### src/rtl/idct_prod_accum.sv
// Sums TAPS signed products per IDCT coefficient, then rounds, shifts and saturates
// the sum into one output coefficient, framed in rows of eight.
module idct_prod_accum #(
    parameter int P_BITWIDTH   = 32,
    parameter int TAPS         = 8,
    parameter int SHIFT        = 8,
    parameter int OUT_BITWIDTH = 16
) (
    input  logic                           clk,
    input  logic                           rstN,
    input  logic signed [P_BITWIDTH-1:0]   P,
    input  logic                           p_valid,
    output logic                           p_ready,
    input  logic                           clr,
    output logic signed [OUT_BITWIDTH-1:0] out_data,
    output logic                           out_valid,
    input  logic                           out_ready,
    output logic                           out_last,
    output logic                           sat
);

    localparam int ACC_W = P_BITWIDTH + 3;
    localparam int RND_W = ACC_W + 1;
    localparam int CNT_W = $clog2(TAPS + 1);

    localparam logic signed [RND_W-1:0] RND_HALF = RND_W'(1) << (SHIFT - 1);
    localparam logic signed [RND_W-1:0] SAT_MAX  = (RND_W'(1) << (OUT_BITWIDTH - 1)) - RND_W'(1);
    localparam logic signed [RND_W-1:0] SAT_MIN  = -(RND_W'(1) << (OUT_BITWIDTH - 1));

    typedef enum logic [1:0] {
        IDLE  = 2'b00,
        ACCUM = 2'b01,
        ROUND = 2'b10
    } state_t;

    state_t                          state_q, state_d;
    logic signed [ACC_W-1:0]         acc_q, acc_d;
    logic [CNT_W-1:0]                tap_cnt_q, tap_cnt_d;
    logic [2:0]                      row_cnt_q, row_cnt_d;
    logic signed [OUT_BITWIDTH-1:0]  out_data_q, out_data_d;
    logic                            out_valid_q, out_valid_d;
    logic                            out_last_q, out_last_d;
    logic                            sat_q, sat_d;

    logic                            accept;
    logic                            load;
    logic signed [ACC_W-1:0]         p_ext;
    logic signed [RND_W-1:0]         rnd_sum;
    logic signed [RND_W-1:0]         rnd_shift;
    logic                            clip_hi;
    logic                            clip_lo;

    // p_ready is forced high while reset is asserted, before the state register settles.
    assign p_ready = !rstN || (state_q != ROUND);
    assign accept  = p_valid && (state_q != ROUND);
    assign p_ext   = {{3{P[P_BITWIDTH-1]}}, P};

    assign rnd_sum   = RND_W'(acc_q) + RND_HALF;
    assign rnd_shift = rnd_sum >>> SHIFT;
    assign clip_hi   = rnd_shift > SAT_MAX;
    assign clip_lo   = rnd_shift < SAT_MIN;

    always_ff @(posedge clk) begin
        if (!rstN) begin
            state_q     <= IDLE;
            acc_q       <= '0;
            tap_cnt_q   <= '0;
            row_cnt_q   <= '0;
            out_data_q  <= '0;
            out_valid_q <= 1'b0;
            out_last_q  <= 1'b0;
            sat_q       <= 1'b0;
        end else begin
            state_q     <= state_d;
            acc_q       <= acc_d;
            tap_cnt_q   <= tap_cnt_d;
            row_cnt_q   <= row_cnt_d;
            out_data_q  <= out_data_d;
            out_valid_q <= out_valid_d;
            out_last_q  <= out_last_d;
            sat_q       <= sat_d;
        end
    end

    always_comb begin
        state_d     = state_q;
        acc_d       = acc_q;
        tap_cnt_d   = tap_cnt_q;
        row_cnt_d   = row_cnt_q;
        out_data_d  = out_data_q;
        out_valid_d = out_valid_q;
        out_last_d  = out_last_q;
        sat_d       = sat_q;
        load        = 1'b0;

        // clr aborts the accumulation but leaves the output register and row count alone.
        if (clr) begin
            state_d   = IDLE;
            acc_d     = '0;
            tap_cnt_d = '0;
        end else begin
            case (state_q)
                IDLE: begin
                    if (accept) begin
                        acc_d     = p_ext;
                        tap_cnt_d = CNT_W'(1);
                        state_d   = ACCUM;
                    end
                end
                ACCUM: begin
                    if (accept) begin
                        acc_d     = acc_q + p_ext;
                        tap_cnt_d = tap_cnt_q + CNT_W'(1);
                        if (tap_cnt_q == CNT_W'(TAPS - 1)) begin
                            state_d = ROUND;
                        end
                    end
                end
                ROUND: begin
                    if (!out_valid_q || out_ready) begin
                        load      = 1'b1;
                        acc_d     = '0;
                        tap_cnt_d = '0;
                        state_d   = IDLE;
                    end
                end
                default: begin
                    state_d = IDLE;
                end
            endcase
        end

        // A fresh load wins over the pop of the previous coefficient.
        if (load) begin
            out_valid_d = 1'b1;
            out_last_d  = (row_cnt_q == 3'd7);
            row_cnt_d   = row_cnt_q + 3'd1;
            sat_d       = clip_hi || clip_lo;
            if (clip_hi) begin
                out_data_d = SAT_MAX[OUT_BITWIDTH-1:0];
            end else if (clip_lo) begin
                out_data_d = SAT_MIN[OUT_BITWIDTH-1:0];
            end else begin
                out_data_d = rnd_shift[OUT_BITWIDTH-1:0];
            end
        end else if (out_valid_q && out_ready) begin
            out_valid_d = 1'b0;
        end
    end

    assign out_data  = out_data_q;
    assign out_valid = out_valid_q;
    assign out_last  = out_last_q;
    assign sat       = sat_q;

endmodule

### config.mk
export PLATFORM = sky130hd
export DESIGN_NAME = idct_prod_accum
export DESIGN_NICKNAME = d
export VERILOG_FILES = /design/src/rtl/idct_prod_accum.sv
export SDC_FILE = /design/constraint.sdc
export NUM_CORES = 1
export LEC_CHECK = 0
export ABC_AREA = 1
export CAP_MARGIN = 10
export CORE_MARGIN = 5
export CORE_UTILIZATION = 50
export CTS_CLUSTER_SIZE = 16
export DETAILED_ROUTE_END_ITERATION = 6
export PLACE_DENSITY = 0.82
export SYNTH_ARGS = -nofsm -noshare
export SYNTH_HDL_FRONTEND = slang
export SYNTH_SLANG_ARGS = --single-unit
### constraint.sdc
create_clock -name clk -period 5.04 [get_ports clk]
set_input_delay 1.008 -clock clk [delete_from_list [all_inputs] [get_ports clk]]
set_output_delay 1.008 -clock clk [all_outputs]
set_load 0.005 [all_outputs]
# Word level (Yosys, flattened, before mapping)
# Cells that the tools add are included.
# word_totals
ff_bits	63
out_inout_bits	20
wordCells	57
# classes
add_sub_neg	4
n_lt_le_gt_ge	2
eq_ne	9
muxes	20
n_bitwise	1
n_reduce_logical	13
# ops
cell	n
35-bit 2-to-1 mux	3
35-bit one-hot mux with 3 select lines	1
35-bit by 9-bit adder with 36-bit output (second input constant)	1
35-bit by 32-bit adder with 35-bit output	1
16-bit 2-to-1 mux	2
28-bit by 16-bit > comparator with 1-bit output (second input constant)	1
28-bit by 16-bit < comparator with 1-bit output (second input constant)	1
4-bit 2-to-1 mux	3
4-bit one-hot mux with 3 select lines	1
2-bit != test (second input constant)	5
2-bit 2-to-1 mux	4
4-bit AND reduction	2
2-bit one-hot mux with 3 select lines	1
1-bit 2-to-1 mux	5
4-bit by 1-bit adder with 4-bit output (second input constant)	1
4-bit by 3-bit == test with 1-bit output (second input constant)	1
3-bit by 1-bit adder with 3-bit output (second input constant)	1
3-bit == test (second input constant)	1
1-bit logical OR	3
3-bit nonzero test	1
2-bit by 1-bit == test with 1-bit output (second input constant)	1
2-bit == test (second input constant)	1
1-bit logical AND	2
1-bit zero test	2
other kinds (4)	4

# Longest topological paths before layout
# logic_depth
word_depth	6
mapped_depth	17

# Worst setup path before layout
# No wires, ideal clock.
# synth_timing
kind	input to register
startpoint	in P[0]
endpoint	reg acc_q[24]
setup_ps	70
arrival_ps	2654
required_ps	4970
setup_slack_ps	2317
stages	11
path_buffers	0
cell_sequence	ha_1 > fa_1 > nand3_1 > nand2_1 > a21oi_1 > o21ai_0 > a21oi_1 > inv_1 > nand2_1 > nand3_1 > a21oi_1
# synth_between
elab_chain_cells	3
# synth_lines
element	line_no	rtl
start, declared	11	input logic signed [P_BITWIDTH-1:0] P,
35-bit by 32-bit adder with 35-bit output	112	acc_d = acc_q + p_ext;
35-bit 2-to-1 mux	111	if (accept) begin
35-bit one-hot mux with 3 select lines	102	case (state_q)
end signal, assigned	66	acc_q <= '0;
end signal, assigned	75	acc_q <= acc_d;
end, declared	37	logic signed [ACC_W-1:0] acc_q, acc_d;
# Every way passes these cells. The select of a mux whose other input is x is not followed.
# A chain may end at the register's enable or synchronous reset.

# Final worst setup path
# layout_timing
startpoint	in rstN
endpoint	out p_ready
# layout_between
elab_chain_cells	2
# layout_lines
element	line_no	rtl
start, declared	10	input logic rstN,
1-bit zero test	-	
1-bit logical OR	54	assign p_ready = !rstN || (state_q != ROUND);
end, declared	13	output logic p_ready,
# Every way passes these cells.

==> summary.json <==
{
  "path_buf_inv": 2,
  "number_of_flops_mapped_to_enable_cells_by_yosys": 0,
  "yosys_synthesis_warning_count": 0,
  "path_delay_family": "buffers and inverters",
  "grt_first_pass_wirelength_um": 26600,
  "cts.sinks": 63,
  "fin_crit_ns": 3.44,
  "insertion_delay_ns": 0.36,
  "starting_density_of_the_core_pct": 51.2,
  "holdPathStages": 2,
  "clock_tree.buffer_depth": 2,
  "max_freq_mhz": 291,
  "synthArstFlopShare_pct": 0,
  "synth_area_leaders": "sky130_fd_sc_hd__dfxtp_1 23%, sky130_fd_sc_hd__nand2_1 13%, sky130_fd_sc_hd__a21oi_1 12%",
  "area.growth.synth_to_final_pct": 15.1,
  "rr_endpoint": "tap_cnt_q[3]$_SDFFE_PP0P_",
  "diodes": 0,
  "preCtsSetupSlack_ns": 1.34,
  "cts-buffers-inserted": 9,
  "tightest_slew_ns": 1.08,
  "critical_path.max_fanout": 21,
  "hold_start": "out_data[15]$_SDFFE_PN0P_",
  "finalWirelength_um": 15800,
  "final_area_mm2": 0.00642,
  "worst_path_largest_cell_delay_ns": 0.71,
  "vdd_drop_max_uv": 129,
  "postCtsSetupBuffers": 0,
  "dieWidth_um": 116,
  "most-common-layout-cells": "200 x sky130_fd_sc_hd__nand2_1, 136 x sky130_fd_sc_hd__nor2_1, 131 x sky130_fd_sc_hd__a21oi_1",
  "firstDrtPassIters": 5,
  "cts_root_buf": "sky130_fd_sc_hd__clkbuf_8",
  "synthesis_stage_register_bit_count": 63,
  "gr-total-overflow": 0,
  "post_drt_wl_per_cell_um": 14.3,
  "h-tree-depth": 3,
  "cts_hold_buf": 0,
  "syn_avg_cell_area_um2": 6.13,
  "setup_viol_count_final": 0,
  "via_per_inst": 5.53,
  "launching_element_type_of_the_critical_path": "input pin",
  "grt_util_all_layers_pct": 24.4,
  "ff_latch_area_mm2": 0.00126,
  "r2r_start": "state_q[1]$_SDFFE_PP0P_",
  "placement.cell_area_mm2": 0.00624,
  "critical_path.endpoint_type": "output port",
  "grt_antenna_before_repair": 0,
  "rows": 38,
  "p_leak_nw": 2.62,
  "drive_above_1_share_pct": 6.03,
  "critical_path.cell_chain": "clkdlybuf4s50_1, nand2_1, clkdlybuf4s50_1",
  "detailed_place_hpwl_um": 12200,
  "grt_max_degree": 42,
  "layout.filler_cells": 1065,
  "final.setup.worst_slack_ns": 1.60,
  "period_share_pct": 68.3,
  "fp.dieH_um": 116,
  "mappedNetlistArea_mm2": 0.00558,
  "drc_errors": 0,
  "slowest_stage": "sky130_fd_sc_hd__clkdlybuf4s50_1",
  "port_buffers": 56,
  "outcome": "complete, no violations",
  "gp_weighted_congestion": 0.943,
  "synth_top_cell_by_area": "sky130_fd_sc_hd__dfxtp_1",
  "core-area_mm2": 0.0109,
  "layout.nets": 1037,
  "worst-r2r-cell-count": 11,
  "min-delay-path-class": "reg -> reg",
  "num_io_pins": 57,
  "grt_pass1_vias": 5618,
  "ys_types": 42,
  "timing.hold.ws_ns": 0.474,
  "yosysSeqAreaShare_pct": 22.6,
  "final_common_cell": "sky130_fd_sc_hd__nand2_1",
  "final_ant_viol_nets": 0,
  "cts_tree": "done",
  "powerDensity_mw_per_mm2": 245,
  "drt_first_iter_violations": 508,
  "synth.top_cell.area_share_pct": 22.6,
  "worstPathArrival_ns": 2.43,
  "critical_path_class": "in -> out",
  "worstHoldEndpoint": "out_data[15]$_SDFFE_PN0P_",
  "cp_num_cells": 3,
  "unrepaired_setup_endpoints_after_global_routing": "no",
  "dominantRegCellSynth": "sky130_fd_sc_hd__dfxtp_1",
  "syn_inst": 910,
  "final_core_util_pct": 59.0,
  "synth.net_count": 990,
  "slew_viol_final": 0,
  "design.die.area_mm2": 0.0134,
  "cts.clk_slew.worst_paths_ns": 0.08,
  "final.setup.tns_ns": 0,
  "critical_path.startpoint": "rstN",
  "cp_data_required_time_ns": 4.03,
  "route.vias.total": 6099,
  "multiInputGateArea_mm2": 0.00397,
  "worst_path_most_repeated_cell": "sky130_fd_sc_hd__clkdlybuf4s50_1",
  "relSlewSlack_pct": 28.2,
  "setup.reg_to_reg.worst_slack_ns": 2.03,
  "timing.final.hold_violations": 0,
  "maxCapViolCount": 0,
  "ctsResizeCount": 0,
  "skew_final_ns": 0.0122
}
==> area by class of cell <==
type / count / area share, %
clock buffer: 9 / 1.93
timing repair buffer: 60 / 9.20
tap: 140 / 2.73
multi-input combinational: 757 / 61.8
inverter: 66 / 3.86
sequential: 63 / 19.6
clock inverter: 7 / 0.858
==> routing by layer <==
layer	track usage, %	wire [um]	up-vias
li1	-	-	3154
met1	32.6	7230	2734
met2	40.4	7220	182
met3	4.49	962	29
met4	7.27	380	0
met5	0	0	-
==> worst reg2reg max path, stage by stage (launching register included) <==
cell                      delay [ns]
sky130_fd_sc_hd__dfxtp_1        0.36
sky130_fd_sc_hd__inv_1          0.08
sky130_fd_sc_hd__ha_1           0.26
sky130_fd_sc_hd__nor2_1         0.15
sky130_fd_sc_hd__or2_1          0.11
sky130_fd_sc_hd__a22oi_1        0.09
sky130_fd_sc_hd__or2_2          0.29
sky130_fd_sc_hd__buf_4          0.26
sky130_fd_sc_hd__inv_1          0.84
sky130_fd_sc_hd__nand4_1        0.21
sky130_fd_sc_hd__xor2_1         0.21
sky130_fd_sc_hd__nor2_1         0.05
==> cell families (layout without fill, tap and decap cells) <==
family / after synthesis / after routing / share of synthesized area, %
compound gates: 264 / 264 / 25.3
xor+xnor: 17 / 17 / 2.67
fa+ha+maj: 43 / 43 / 9.78
buf+inv: 90 / 142 / 6.42
flops: 63 / 63 / 22.6
mux: 1 / 1 / 0.202
simple gates: 432 / 432 / 33.0
==> sequential cells by signal (all words and copies together), names as in the netlist <==
register   cells
row_cnt_q      3
acc_q         35
out_last       1
sat            1
tap_cnt_q      4
out_valid      1
state_q        2
out_data      16
==> per-stage QoR <==
| stage | total power [mW] | std cells |
|---|---|---|
| 3_3_place_gp | 1.14 | 1086 |
| 5_1_grt | 1.68 | 1102 |
| 3_5_place_dp | 1.15 | 1086 |
| 4_1_cts | 1.57 | 1102 |
| 2_1_floorplan | 0.985 | 910 |
| 6_report | 1.57 | 1102 |
==> worst max-delay path by stage <==
stage	slack, ns	to
after floorplan	2.32	acc_q[24]$_SDFFE_PP0P_
after global placement	1.42	tap_cnt_q[3]$_SDFFE_PP0P_
after detailed placement	1.34	tap_cnt_q[3]$_SDFFE_PP0P_
after CTS	1.59	p_ready
after global routing	1.40	tap_cnt_q[3]$_SDFFE_PP0P_
final	1.60	p_ready
==> where the power goes <==
group	leakage (nW)	total (mW)	switching, mW	internal [mW]
sequential	0.513	0.590	0.0524	0.537
combinational	2.02	0.563	0.357	0.207
clock	0.0866	0.420	0.237	0.183
==> Yosys cell counts, types with 3 or more instances <==
library cell / instances
sky130_fd_sc_hd__a21oi_1: 131
sky130_fd_sc_hd__xor2_1: 8
sky130_fd_sc_hd__a21oi_2: 10
sky130_fd_sc_hd__xnor2_1: 9
sky130_fd_sc_hd__nor2_2: 10
sky130_fd_sc_hd__nand4_1: 3
sky130_fd_sc_hd__inv_1: 64
sky130_fd_sc_hd__nand2_1: 200
sky130_fd_sc_hd__dfxtp_1: 63
sky130_fd_sc_hd__nand3_1: 42
sky130_fd_sc_hd__o21ai_0: 103
sky130_fd_sc_hd__nor2_4: 4
sky130_fd_sc_hd__clkbuf_1: 17
sky130_fd_sc_hd__buf_2: 3
sky130_fd_sc_hd__nor3_1: 8
sky130_fd_sc_hd__nand2_2: 6
sky130_fd_sc_hd__ha_1: 42
sky130_fd_sc_hd__nor2_1: 137
sky130_fd_sc_hd__nand3b_1: 14
sky130_fd_sc_hd__a21o_1: 4
sky130_fd_sc_hd__o21a_1: 3
sky130_fd_sc_hd__o211ai_1: 3
Power figures use the tool's default switching activity.
